$ cat config.mk
export PLATFORM = sky130hd
export DESIGN_NAME = icon_update_ctrl
export DESIGN_NICKNAME = d
export VERILOG_FILES = /design/src/rtl/icon_update_ctrl.sv
export SDC_FILE = /design/constraint.sdc
export NUM_CORES = 1
export LEC_CHECK = 0
export ABC_AREA = 1
export ABC_CLOCK_PERIOD_IN_PS = 1400
export BUFFER_PORTS_ARGS = -buffer_cell sky130_fd_sc_hd__buf_4
export CAP_MARGIN = 40
export CORE_MARGIN = 3
export CORE_UTILIZATION = 40
export DETAILED_ROUTE_END_ITERATION = 10
export REMOVE_ABC_BUFFERS = 1
export SYNTH_ARGS = -nofsm -noshare
export SYNTH_HDL_FRONTEND = slang
export SYNTH_SLANG_ARGS = --single-unit
$ cat constraint.sdc
create_clock -name clk -period 1.4 [get_ports clk]
set_clock_uncertainty 0.2 [all_clocks]
set_input_delay 0.35 -clock clk [delete_from_list [all_inputs] [get_ports clk]]
set_output_delay 0.35 -clock clk [all_outputs]
set_load 0.05 [all_outputs]
$ cat src/rtl/icon_update_ctrl.sv
// Frame-synchronous commit of rojobot location/info for the icon mapper, with stale detection.
// Define ICON_BLINK_EN to blink icon_en while stale; otherwise icon_en is tied high.
module icon_update_ctrl #(
  parameter int ROW_LAST     = 767,
  parameter int STALE_FRAMES = 60,
  parameter int BLINK_FRAMES = 15
) (
  input  logic        clk,
  input  logic        rst_n,
  input  logic        upd_sysregs,
  input  logic [7:0]  locX_in,
  input  logic [7:0]  locY_in,
  input  logic [7:0]  botinfo_in,
  input  logic [11:0] pixel_row,
  output logic [7:0]  locXReg,
  output logic [7:0]  locYReg,
  output logic [7:0]  botInfoReg,
  output logic        upd_ack,
  output logic        frame_tick,
  output logic        stale,
  output logic [7:0]  overrun_cnt,
  output logic        icon_en
);

  // state   | meaning
  // IDLE    | nothing waiting to be shown
  // PENDING | shadow holds an update waiting for the frame boundary
  // COMMIT  | outputs just loaded; upd_ack high for this cycle
  typedef enum logic [1:0] {IDLE, PENDING, COMMIT} state_t;

  localparam int SW = $clog2(STALE_FRAMES + 1);

  state_t         state;
  logic           at_last;
  logic [7:0]     sh_x, sh_y, sh_info;
  logic           commit_go;
  logic [SW-1:0]  stale_cnt, stale_cnt_nxt;

  // at_last remembers that the previous row was the last visible one.
  always_ff @(posedge clk or negedge rst_n) begin
    if (!rst_n) begin
      at_last    <= 1'b0;
      frame_tick <= 1'b0;
    end else begin
      at_last    <= (pixel_row == 12'(ROW_LAST));
      frame_tick <= at_last && (pixel_row != 12'(ROW_LAST));
    end
  end

  assign commit_go = (state == PENDING) && frame_tick;

  always_ff @(posedge clk or negedge rst_n) begin
    if (!rst_n) begin
      state       <= IDLE;
      sh_x        <= 8'h00;
      sh_y        <= 8'h00;
      sh_info     <= 8'h00;
      locXReg     <= 8'h00;
      locYReg     <= 8'h00;
      botInfoReg  <= 8'h00;
      upd_ack     <= 1'b0;
      overrun_cnt <= 8'h00;
    end else begin
      upd_ack <= 1'b0;
      case (state)
        IDLE: begin
          if (upd_sysregs) begin
            sh_x    <= locX_in;
            sh_y    <= locY_in;
            sh_info <= botinfo_in;
            state   <= PENDING;
          end
        end
        PENDING: begin
          if (frame_tick) begin
            // a same-cycle update is the freshest data, so it bypasses the shadow
            if (upd_sysregs) begin
              locXReg    <= locX_in;
              locYReg    <= locY_in;
              botInfoReg <= botinfo_in;
            end else begin
              locXReg    <= sh_x;
              locYReg    <= sh_y;
              botInfoReg <= sh_info;
            end
            upd_ack <= 1'b1;
            state   <= COMMIT;
          end else if (upd_sysregs) begin
            sh_x    <= locX_in;
            sh_y    <= locY_in;
            sh_info <= botinfo_in;
            if (overrun_cnt != 8'hFF) overrun_cnt <= overrun_cnt + 8'd1;
          end
        end
        COMMIT: begin
          if (upd_sysregs) begin
            sh_x    <= locX_in;
            sh_y    <= locY_in;
            sh_info <= botinfo_in;
            state   <= PENDING;
          end else begin
            state <= IDLE;
          end
        end
        default: state <= IDLE;
      endcase
    end
  end

  always_comb begin
    stale_cnt_nxt = stale_cnt;
    if (commit_go)
      stale_cnt_nxt = '0;
    else if (frame_tick && (stale_cnt != SW'(STALE_FRAMES)))
      stale_cnt_nxt = stale_cnt + SW'(1);
  end

  always_ff @(posedge clk or negedge rst_n) begin
    if (!rst_n) stale_cnt <= '0;
    else        stale_cnt <= stale_cnt_nxt;
  end

  assign stale = (stale_cnt == SW'(STALE_FRAMES));

`ifdef ICON_BLINK_EN
  localparam int BW = $clog2(BLINK_FRAMES + 1);

  logic [BW-1:0] blink_cnt;
  logic          stale_nxt;

  assign stale_nxt = (stale_cnt_nxt == SW'(STALE_FRAMES));

  // icon_en snaps back to 1 on the same edge the stale counter clears
  always_ff @(posedge clk or negedge rst_n) begin
    if (!rst_n) begin
      blink_cnt <= '0;
      icon_en   <= 1'b1;
    end else if (!stale_nxt) begin
      blink_cnt <= '0;
      icon_en   <= 1'b1;
    end else if (stale && frame_tick) begin
      if (blink_cnt == BW'(BLINK_FRAMES - 1)) begin
        blink_cnt <= '0;
        icon_en   <= ~icon_en;
      end else begin
        blink_cnt <= blink_cnt + BW'(1);
      end
    end
  end
`else
  assign icon_en = 1'b1;
`endif

endmodule

==> impl_metrics.xml, run 1 <==
<?xml version="1.0" encoding="UTF-8"?>
<metrics>
  <group name="cts">
    <metric name="numCtsBuffers" unit="">9</metric>
    <metric name="sink_count" unit="">67</metric>
    <metric name="clk_path_buf_depth" unit="">2</metric>
    <metric name="clk_latency" unit="ns">0.34</metric>
    <metric name="h_tree_level_count" unit="">3</metric>
    <metric name="path_clk_slew" unit="ns">0.07</metric>
    <metric name="tritoncts" unit="">yes</metric>
    <metric name="cts.root.buffer_cell" unit="">sky130_fd_sc_hd__clkbuf_8</metric>
  </group>
  <group name="timing">
    <metric name="rsz0062_at_grt" unit="">true</metric>
    <metric name="setup-violations-final" unit="">47</metric>
    <metric name="layout_min_cycle_time" unit="ns">1.829</metric>
    <metric name="fin_crit_sh" unit="%">130.6</metric>
    <metric name="max_clock_freq" unit="MHz">546.7</metric>
    <metric name="hold_viol" unit="">0</metric>
    <metric name="fin_ws" unit="ns">-0.4291</metric>
    <metric name="maxSlewViolCount" unit="">0</metric>
  </group>
  <group name="drt">
    <metric name="avgViaCountPerCell" unit="">4.702</metric>
    <metric name="drc_errors_left" unit="">0</metric>
    <metric name="drt_iter0_markers" unit="">80</metric>
    <metric name="detailedRoute.firstPassIterationCount" unit="">4</metric>
    <metric name="wl" unit="mm">8.241</metric>
    <metric name="detail_route.wl_per_cell" unit="µm">13.49</metric>
    <metric name="vias" unit="">2873</metric>
    <metric name="antenna_left" unit="">0</metric>
  </group>
  <group name="final_layout">
    <metric name="final_nets" unit="">549</metric>
    <metric name="post_route_cells_drive_above_1_share" unit="%">38.67</metric>
    <metric name="filler_cell_count" unit="">670</metric>
    <metric name="antenna_cells" unit="">0</metric>
    <metric name="syn_to_final_growth" unit="%">52.22</metric>
    <metric name="fin_util" unit="%">64.55</metric>
  </group>
  <group name="setup_path">
    <metric name="cp_bufs_invs" unit="">2</metric>
    <metric name="timing.critical_path.from" unit="">stale_cnt[1]</metric>
    <metric name="worst_path_dominant_cell_family" unit="">flip-flops</metric>
    <metric name="cp-start-kind" unit="">register</metric>
    <metric name="path_cells" unit="">inv_2 &gt; ha_4 &gt; nand3_4 &gt; nor2_4 &gt; buf_6</metric>
    <metric name="max_stage_delay" unit="ns">0.39</metric>
    <metric name="cp.required" unit="ns">0.85</metric>
    <metric name="worstSetupPathDepth" unit="">5</metric>
    <metric name="worstSetupEndpointType" unit="">output pin</metric>
    <metric name="critPathMaxFanout" unit="">2</metric>
    <metric name="worstRegToRegCells" unit="">9</metric>
    <metric name="crit_end" unit="">stale</metric>
    <metric name="cpMaxStageDelayCell" unit="">sky130_fd_sc_hd__dfrtp_1</metric>
    <metric name="r2r-end" unit="">stale_cnt[5]</metric>
    <metric name="worst-r2r-setup-slack" unit="ns">-0.17</metric>
    <metric name="regToRegStartpoint" unit="">stale_cnt[1]</metric>
    <metric name="worstPathArrival" unit="ns">1.28</metric>
    <metric name="ws_path_type" unit="">register to output pin</metric>
  </group>
  <group name="global_routing">
    <metric name="grt_start_max_net_pins" unit="">50</metric>
    <metric name="first_global_vias" unit="">2796</metric>
    <metric name="wire_length_of_the_first_global_routing_pass" unit="mm">12.43</metric>
    <metric name="globalRouteTotalUtil" unit="%">17.62</metric>
    <metric name="grt_antenna_before_repair" unit="">0</metric>
    <metric name="grt_remaining_overflow" unit="">0</metric>
  </group>
  <group name="floorplanning">
    <metric name="io_pins" unit="">75</metric>
    <metric name="rows" unit="">31</metric>
    <metric name="coreArea" unit="µm²">7447</metric>
    <metric name="die_width" unit="µm">94.86</metric>
    <metric name="fp.dieH" unit="µm">94.86</metric>
    <metric name="design.die.area" unit="µm²">8997</metric>
    <metric name="floorplan.initialDensity" unit="%">42.41</metric>
  </group>
  <group name="status">
    <metric name="violations" unit="">negative setup slack</metric>
    <metric name="outcome" unit="">complete, but fails checks</metric>
  </group>
  <group name="synthesis">
    <metric name="synthTopCellsByCount" unit="">sky130_fd_sc_hd__nand2_1 (168), sky130_fd_sc_hd__dfrtp_1 (67), sky130_fd_sc_hd__inv_1 (38)</metric>
    <metric name="ys_seq_elements" unit="">67</metric>
    <metric name="async_reset_ff_share" unit="%">100.0</metric>
    <metric name="synth.top_cell.area_share" unit="%">53.09</metric>
    <metric name="ys_top_cells_by_area" unit="">sky130_fd_sc_hd__dfrtp_1 (53%), sky130_fd_sc_hd__nand2_1 (20%), sky130_fd_sc_hd__inv_1 (4.5%)</metric>
    <metric name="synth-edff-count" unit="">0</metric>
    <metric name="synth_area" unit="µm²">3158</metric>
    <metric name="portion_of_the_post_synthesis_area_used_by_sequential_elements" unit="%">53.09</metric>
    <metric name="synthesis.yosys.warnings" unit="">0</metric>
    <metric name="synth.most_common_cell" unit="">sky130_fd_sc_hd__nand2_1</metric>
    <metric name="postSynthCellCount" unit="">386</metric>
    <metric name="cell_taking_the_most_area_after_synthesis" unit="">sky130_fd_sc_hd__dfrtp_1</metric>
    <metric name="synth.lib_cells_used.distinct" unit="">28</metric>
    <metric name="postSynthAreaPerCell" unit="µm²">8.181</metric>
    <metric name="dominant_register_cell_in_the_synthesized_netlist" unit="">sky130_fd_sc_hd__dfrtp_1</metric>
  </group>
  <group name="pwr">
    <metric name="power.total" unit="mW">5.372</metric>
    <metric name="vdd.ir_drop.worst" unit="V">0.0004227</metric>
    <metric name="power_density" unit="nW/µm²">1118</metric>
    <metric name="leakage" unit="nW">2.449</metric>
  </group>
  <group name="min_path">
    <metric name="hold_path_class" unit="">input pin to register</metric>
  </group>
  <group name="placed_design">
    <metric name="routability_congestion_estimate" unit="">0.7734</metric>
    <metric name="dp.final_hpwl" unit="mm">4.824</metric>
    <metric name="io_buffer_count" unit="">73</metric>
  </group>
  <group name="job">
    <metric name="max_cap_violations" unit="">0</metric>
  </group>
</metrics>
==> flip-flops by register name, indices dropped and copies added, names as in the netlist <==
signal	count
locXReg	8
upd_ack	1
stale_cnt	6
overrun_cnt	8
at_last	1
sh_info	8
botInfoReg	8
state	2
frame_tick	1
sh_y	8
locYReg	8
sh_x	8
==> cells in the final DEF, fill, tap and decap left out, types with 5 or more instances in the layout <==
cell	synthesis	final
sky130_fd_sc_hd__nand2_2	1	25
sky130_fd_sc_hd__o21ai_1	18	19
sky130_fd_sc_hd__clkbuf_8	0	10
sky130_fd_sc_hd__o21ai_2	5	5
sky130_fd_sc_hd__o21ai_0	26	25
sky130_fd_sc_hd__dfrtp_1	67	65
sky130_fd_sc_hd__nand2_1	168	138
sky130_fd_sc_hd__inv_1	38	35
sky130_fd_sc_hd__nand3b_1	5	5
sky130_fd_sc_hd__nor2_4	3	5
sky130_fd_sc_hd__buf_4	4	69
sky130_fd_sc_hd__nand3_1	11	8
sky130_fd_sc_hd__nand2_4	1	7
sky130_fd_sc_hd__nand4_1	5	5
sky130_fd_sc_hd__buf_6	3	44
==> logic make-up (layout without fill, tap and decap cells) <==
| group | Yosys count | after routing | share of synthesized area (%) |
|---|---|---|---|
| DFF | 67 | 67 | 53.09 |
| other | 1 | 1 | 0.1187 |
| buffers and inverters | 57 | 183 | 8.320 |
| and+or+nand+nor | 204 | 204 | 27.58 |
| xor gates and xnor gates | 4 | 4 | 1.109 |
| AOI/OAI and AO/OA | 50 | 50 | 8.597 |
| adders and majority gates | 3 | 3 | 1.189 |
==> power breakdown <==
part / switching (mW) / internal, mW / leakage (nW)
Clock: 0.750 / 0.863 / 0.0991
Combinational: 0.881 / 0.692 / 1.60
Sequential: 0.0917 / 2.09 / 0.747
Total: 1.72 / 3.65 / 2.45
==> worst min path at each step <==
stage / start / endpoint / depth (start not counted) / slack, ns
after floorplan: rst_n / at_last / 0 / -0.15
after global placement: rst_n / at_last / 1 / 0.04
after detailed placement: rst_n / at_last / 1 / 0.04
after CTS: pixel_row[0] / at_last / 3 / 0.06
after global routing: pixel_row[0] / at_last / 3 / 0.08
final: pixel_row[0] / at_last / 3 / 0.08
==> worst register-to-register path, delay by kind of cell (launching register included) <==
kind / cells / cell delay (ns)
AND/OR/NAND/NOR: 6 / 0.55
flip-flops: 1 / 0.37
buffers and inverters: 2 / 0.19
adder cells (fa/ha/maj): 1 / 0.16
==> metal layers <==
metal	wire (µm)	vias to the layer above	GRT usage (%)
met5	0	-	0
met4	121	0	8.293
met1	3691	1354	21.55
met3	476	11	5.020
met2	3952	68	28.66
li1	-	1440	-
==> area by class of cell <==
type | instances | area (µm²) | share of cell area [%]
inverter | 41 | 171.4 | 3.566
tap | 99 | 123.9 | 2.577
clock inverter | 5 | 52.55 | 1.093
timing repair inverter | 1 | 6.256 | 0.1301
sequential | 67 | 1679 | 34.93
multi-input combinational | 262 | 1384 | 28.79
clock buffer | 11 | 141.4 | 2.941
timing repair buffer | 125 | 1249 | 25.98
==> per-stage QoR <==
step | cells | setup TNS (ns) | cell area [µm²] | setup WS, ns | hold slack (ns)
after global placement | 562 | -0.6547 | 3926 | -0.1600 | 0.04298
after floorplan | 370 | -28.24 | 3054 | -0.5717 | -0.1456
after CTS | 595 | -3.765 | 4442 | -0.4616 | 0.06180
after detailed placement | 562 | -0.9551 | 3926 | -0.1774 | 0.03821
final | 611 | -3.448 | 4807 | -0.4291 | 0.07512
after global routing | 611 | -6.100 | 4807 | -0.4796 | 0.07613
==> what timing repair did <==
item / in CTS / in global routing
setup buffers: 15 / 10
hold buffers: 1 / 0
resized for setup: 54 / 54
endpoints found under the setup margin: 49 / 98
pin swaps: 3 / 22
endpoints found under the hold margin: 67 / 0
gates cloned: 1 / 6
No activity file was read; power rests on OpenSTA's default activity.
==> run 2, diff against run 1 <==
--- a/config.mk
+++ b/config.mk
@@ -7,7 +7,7 @@
 export LEC_CHECK = 0
 export ABC_AREA = 1
 export ABC_CLOCK_PERIOD_IN_PS = 1400
-export BUFFER_PORTS_ARGS = -buffer_cell sky130_fd_sc_hd__buf_4
+export BUFFER_PORTS_ARGS = -buffer_cell sky130_fd_sc_hd__buf_2
 export CAP_MARGIN = 40
 export CORE_MARGIN = 3
 export CORE_UTILIZATION = 40
==> impl_metrics.xml, run 2 (same netlist as run 1, synthesis figures left out) <==
<?xml version="1.0" encoding="UTF-8"?>
<metrics>
  <group name="pwr">
    <metric name="power_report.internal_total" unit="mW">3.765</metric>
    <metric name="power_density" unit="nW/µm²">1124</metric>
    <metric name="power.switching_fraction" unit="%">31.47</metric>
    <metric name="sequential_fraction_of_design_power" unit="%">39.7</metric>
    <metric name="vdd.ir_drop.worst" unit="V">0.0005877</metric>
    <metric name="pwr-share-clk" unit="%">33.2</metric>
    <metric name="p_sw" unit="mW">1.729</metric>
    <metric name="share_comb_of_total_power" unit="%">27.0</metric>
    <metric name="leakage" unit="nW">2.519</metric>
    <metric name="power.total" unit="mW">5.494</metric>
  </group>
  <group name="drt">
    <metric name="wl" unit="mm">8.189</metric>
    <metric name="drc_errors_left" unit="">0</metric>
    <metric name="vias" unit="">2875</metric>
    <metric name="drt_iter0_markers" unit="">104</metric>
    <metric name="detail_route.wl_per_cell" unit="µm">13.25</metric>
    <metric name="detailedRoute.firstPassIterationCount" unit="">4</metric>
    <metric name="avgViaCountPerCell" unit="">4.652</metric>
    <metric name="antenna_left" unit="">0</metric>
  </group>
  <group name="timing">
    <metric name="layout_min_cycle_time" unit="ns">1.842</metric>
    <metric name="rsz0062_at_grt" unit="">true</metric>
    <metric name="max_clock_freq" unit="MHz">542.9</metric>
    <metric name="hold_viol" unit="">0</metric>
    <metric name="maxSlewViolCount" unit="">0</metric>
    <metric name="fin_crit_sh" unit="%">131.6</metric>
    <metric name="fin_setup_tns" unit="ns">-4.622</metric>
    <metric name="fin_ws" unit="ns">-0.4420</metric>
    <metric name="setup-violations-final" unit="">51</metric>
  </group>
  <group name="global_routing">
    <metric name="wire_length_of_the_first_global_routing_pass" unit="mm">12.34</metric>
    <metric name="grt_start_max_net_pins" unit="">68</metric>
    <metric name="first_global_vias" unit="">2717</metric>
    <metric name="globalRouteTotalUtil" unit="%">17.53</metric>
    <metric name="grt_antenna_before_repair" unit="">0</metric>
    <metric name="grt_remaining_overflow" unit="">0</metric>
  </group>
  <group name="setup_path">
    <metric name="worst-r2r-setup-slack" unit="ns">-0.36</metric>
    <metric name="cp-start-kind" unit="">register</metric>
    <metric name="max_stage_delay" unit="ns">0.40</metric>
    <metric name="worstPathArrival" unit="ns">1.29</metric>
    <metric name="ws_path_type" unit="">register to output pin</metric>
    <metric name="worstSetupEndpointType" unit="">output pin</metric>
    <metric name="critPathMaxFanout" unit="">2</metric>
    <metric name="cp.required" unit="ns">0.85</metric>
    <metric name="cpMaxStageDelayCell" unit="">sky130_fd_sc_hd__dfrtp_1</metric>
    <metric name="path_cells" unit="">inv_2 &gt; ha_4 &gt; nand3_4 &gt; nor2_4 &gt; buf_8</metric>
  </group>
  <group name="floorplanning">
    <metric name="rows" unit="">31</metric>
    <metric name="io_pins" unit="">75</metric>
    <metric name="coreArea" unit="µm²">7447</metric>
    <metric name="fp.dieH" unit="µm">94.86</metric>
    <metric name="design.die.area" unit="µm²">8997</metric>
    <metric name="die_width" unit="µm">94.86</metric>
    <metric name="floorplan.initialDensity" unit="%">42.41</metric>
  </group>
  <group name="placed_design">
    <metric name="routability_congestion_estimate" unit="">0.7531</metric>
    <metric name="dp.final_hpwl" unit="mm">4.598</metric>
    <metric name="io_buffer_count" unit="">73</metric>
    <metric name="dp_cells" unit="">563</metric>
    <metric name="place_worst_setup_slack" unit="ns">-0.2057</metric>
  </group>
  <group name="final_layout">
    <metric name="fin_util" unit="%">65.61</metric>
    <metric name="layout.cells.most_common_list" unit="">sky130_fd_sc_hd__nand2_1 (127), sky130_fd_sc_hd__dfrtp_1 (64), sky130_fd_sc_hd__buf_6 (41)</metric>
    <metric name="filler_cell_count" unit="">611</metric>
    <metric name="syn_to_final_growth" unit="%">54.71</metric>
    <metric name="final_nets" unit="">556</metric>
    <metric name="post_route_cells_drive_above_1_share" unit="%">42.20</metric>
    <metric name="final_common_cell" unit="">sky130_fd_sc_hd__nand2_1</metric>
    <metric name="antenna_cells" unit="">0</metric>
    <metric name="final-instance-count-excl-fill" unit="">618</metric>
  </group>
  <group name="cts">
    <metric name="h_tree_level_count" unit="">3</metric>
    <metric name="path_clk_slew" unit="ns">0.07</metric>
    <metric name="clk_latency" unit="ns">0.35</metric>
    <metric name="clk_path_buf_depth" unit="">2</metric>
    <metric name="tritoncts" unit="">yes</metric>
    <metric name="sink_count" unit="">67</metric>
    <metric name="cts.root.buffer_cell" unit="">sky130_fd_sc_hd__clkbuf_8</metric>
    <metric name="numCtsBuffers" unit="">9</metric>
  </group>
  <group name="min_path">
    <metric name="hold_path_class" unit="">input pin to register</metric>
  </group>
  <group name="job">
    <metric name="max_cap_violations" unit="">0</metric>
  </group>
  <group name="status">
    <metric name="outcome" unit="">complete, but fails checks</metric>
    <metric name="violations" unit="">negative setup slack</metric>
  </group>
</metrics>
run 2: cell count changes in the layout (fill, tap and decap cells not counted), sizes merged:
cell | before | now
buf | 120 | 126
clkinv | 5 | 3
bufinv | 1 | 2
clkinvlp | 1 | 2
inv | 40 | 41
run 2: final timing paths:
check / to / startpoint / cells past startpoint
worst max-delay path: stale / stale_cnt[0] / 5
worst min-delay path: at_last / pixel_row[4] / 3
worst max register to register: stale_cnt[5] / stale_cnt[0] / 12
worst min register to register: frame_tick / at_last / 2
max in group asynchronous: overrun_cnt[4] / rst_n / 3
min in group asynchronous: botInfoReg[3] / rst_n / 3
run 2: through the flow:
stage / area, µm² / hold slack, ns
6_report: 4886 / 0.05776
2_1_floorplan: 3054 / -0.1456
5_1_grt: 4886 / 0.06229
3_3_place_gp: 3739 / 0.2049
3_5_place_dp: 3739 / 0.2044
4_1_cts: 4382 / 0.04751
run 2: power by group through the flow:
| stage | Clock (mW) | Combinational, mW | Sequential, mW |
|---|---|---|---|
| global placement | 0 | 0.998 | 2.23 |
| global route | 1.96 | 1.61 | 2.19 |
| finish | 1.83 | 1.48 | 2.18 |
| CTS | 1.87 | 1.40 | 2.18 |
| detailed placement | 0 | 1.02 | 2.24 |
| floorplan | 0 | 0.339 | 2.56 |
run 2: critical path: cells and delay by family (launching register included):
family / cells / cell delay (ns)
buffers and inverters: 2 / 0.23
adder cells (fa/ha/maj): 1 / 0.13
flip-flops: 1 / 0.40
AND/OR/NAND/NOR: 2 / 0.18
run 2: layout make-up:
class,instances,area [µm²],share of cell area [%]
inverter,41,171.4,3.508
clock inverter,6,88.84,1.818
clock buffer,10,137.6,2.817
sequential,67,1680,34.39
timing repair buffer,132,1242,25.43
tap,99,123.9,2.535
timing repair inverter,1,8.758,0.1793
multi-input combinational,262,1433,29.32
run 2: what timing repair did:
item	in CTS	in global routing
hold buffers	1	0
endpoints found under the hold margin	67	0
endpoints found under the setup margin	49	86
pin swaps	7	19
gates resized for setup	91	73
buffers inserted	15	15
cloned	1	7
run 2: metal layers:
metal  share of wire, %  GRT usage, %  vias to the layer above
met4                1.3         6.490                        0
met1                 46         22.65                     1343
met3                5.1         4.701                       11
met5                  0             0                        -
li1                   -             -                     1451
met2                 48         28.19                       70
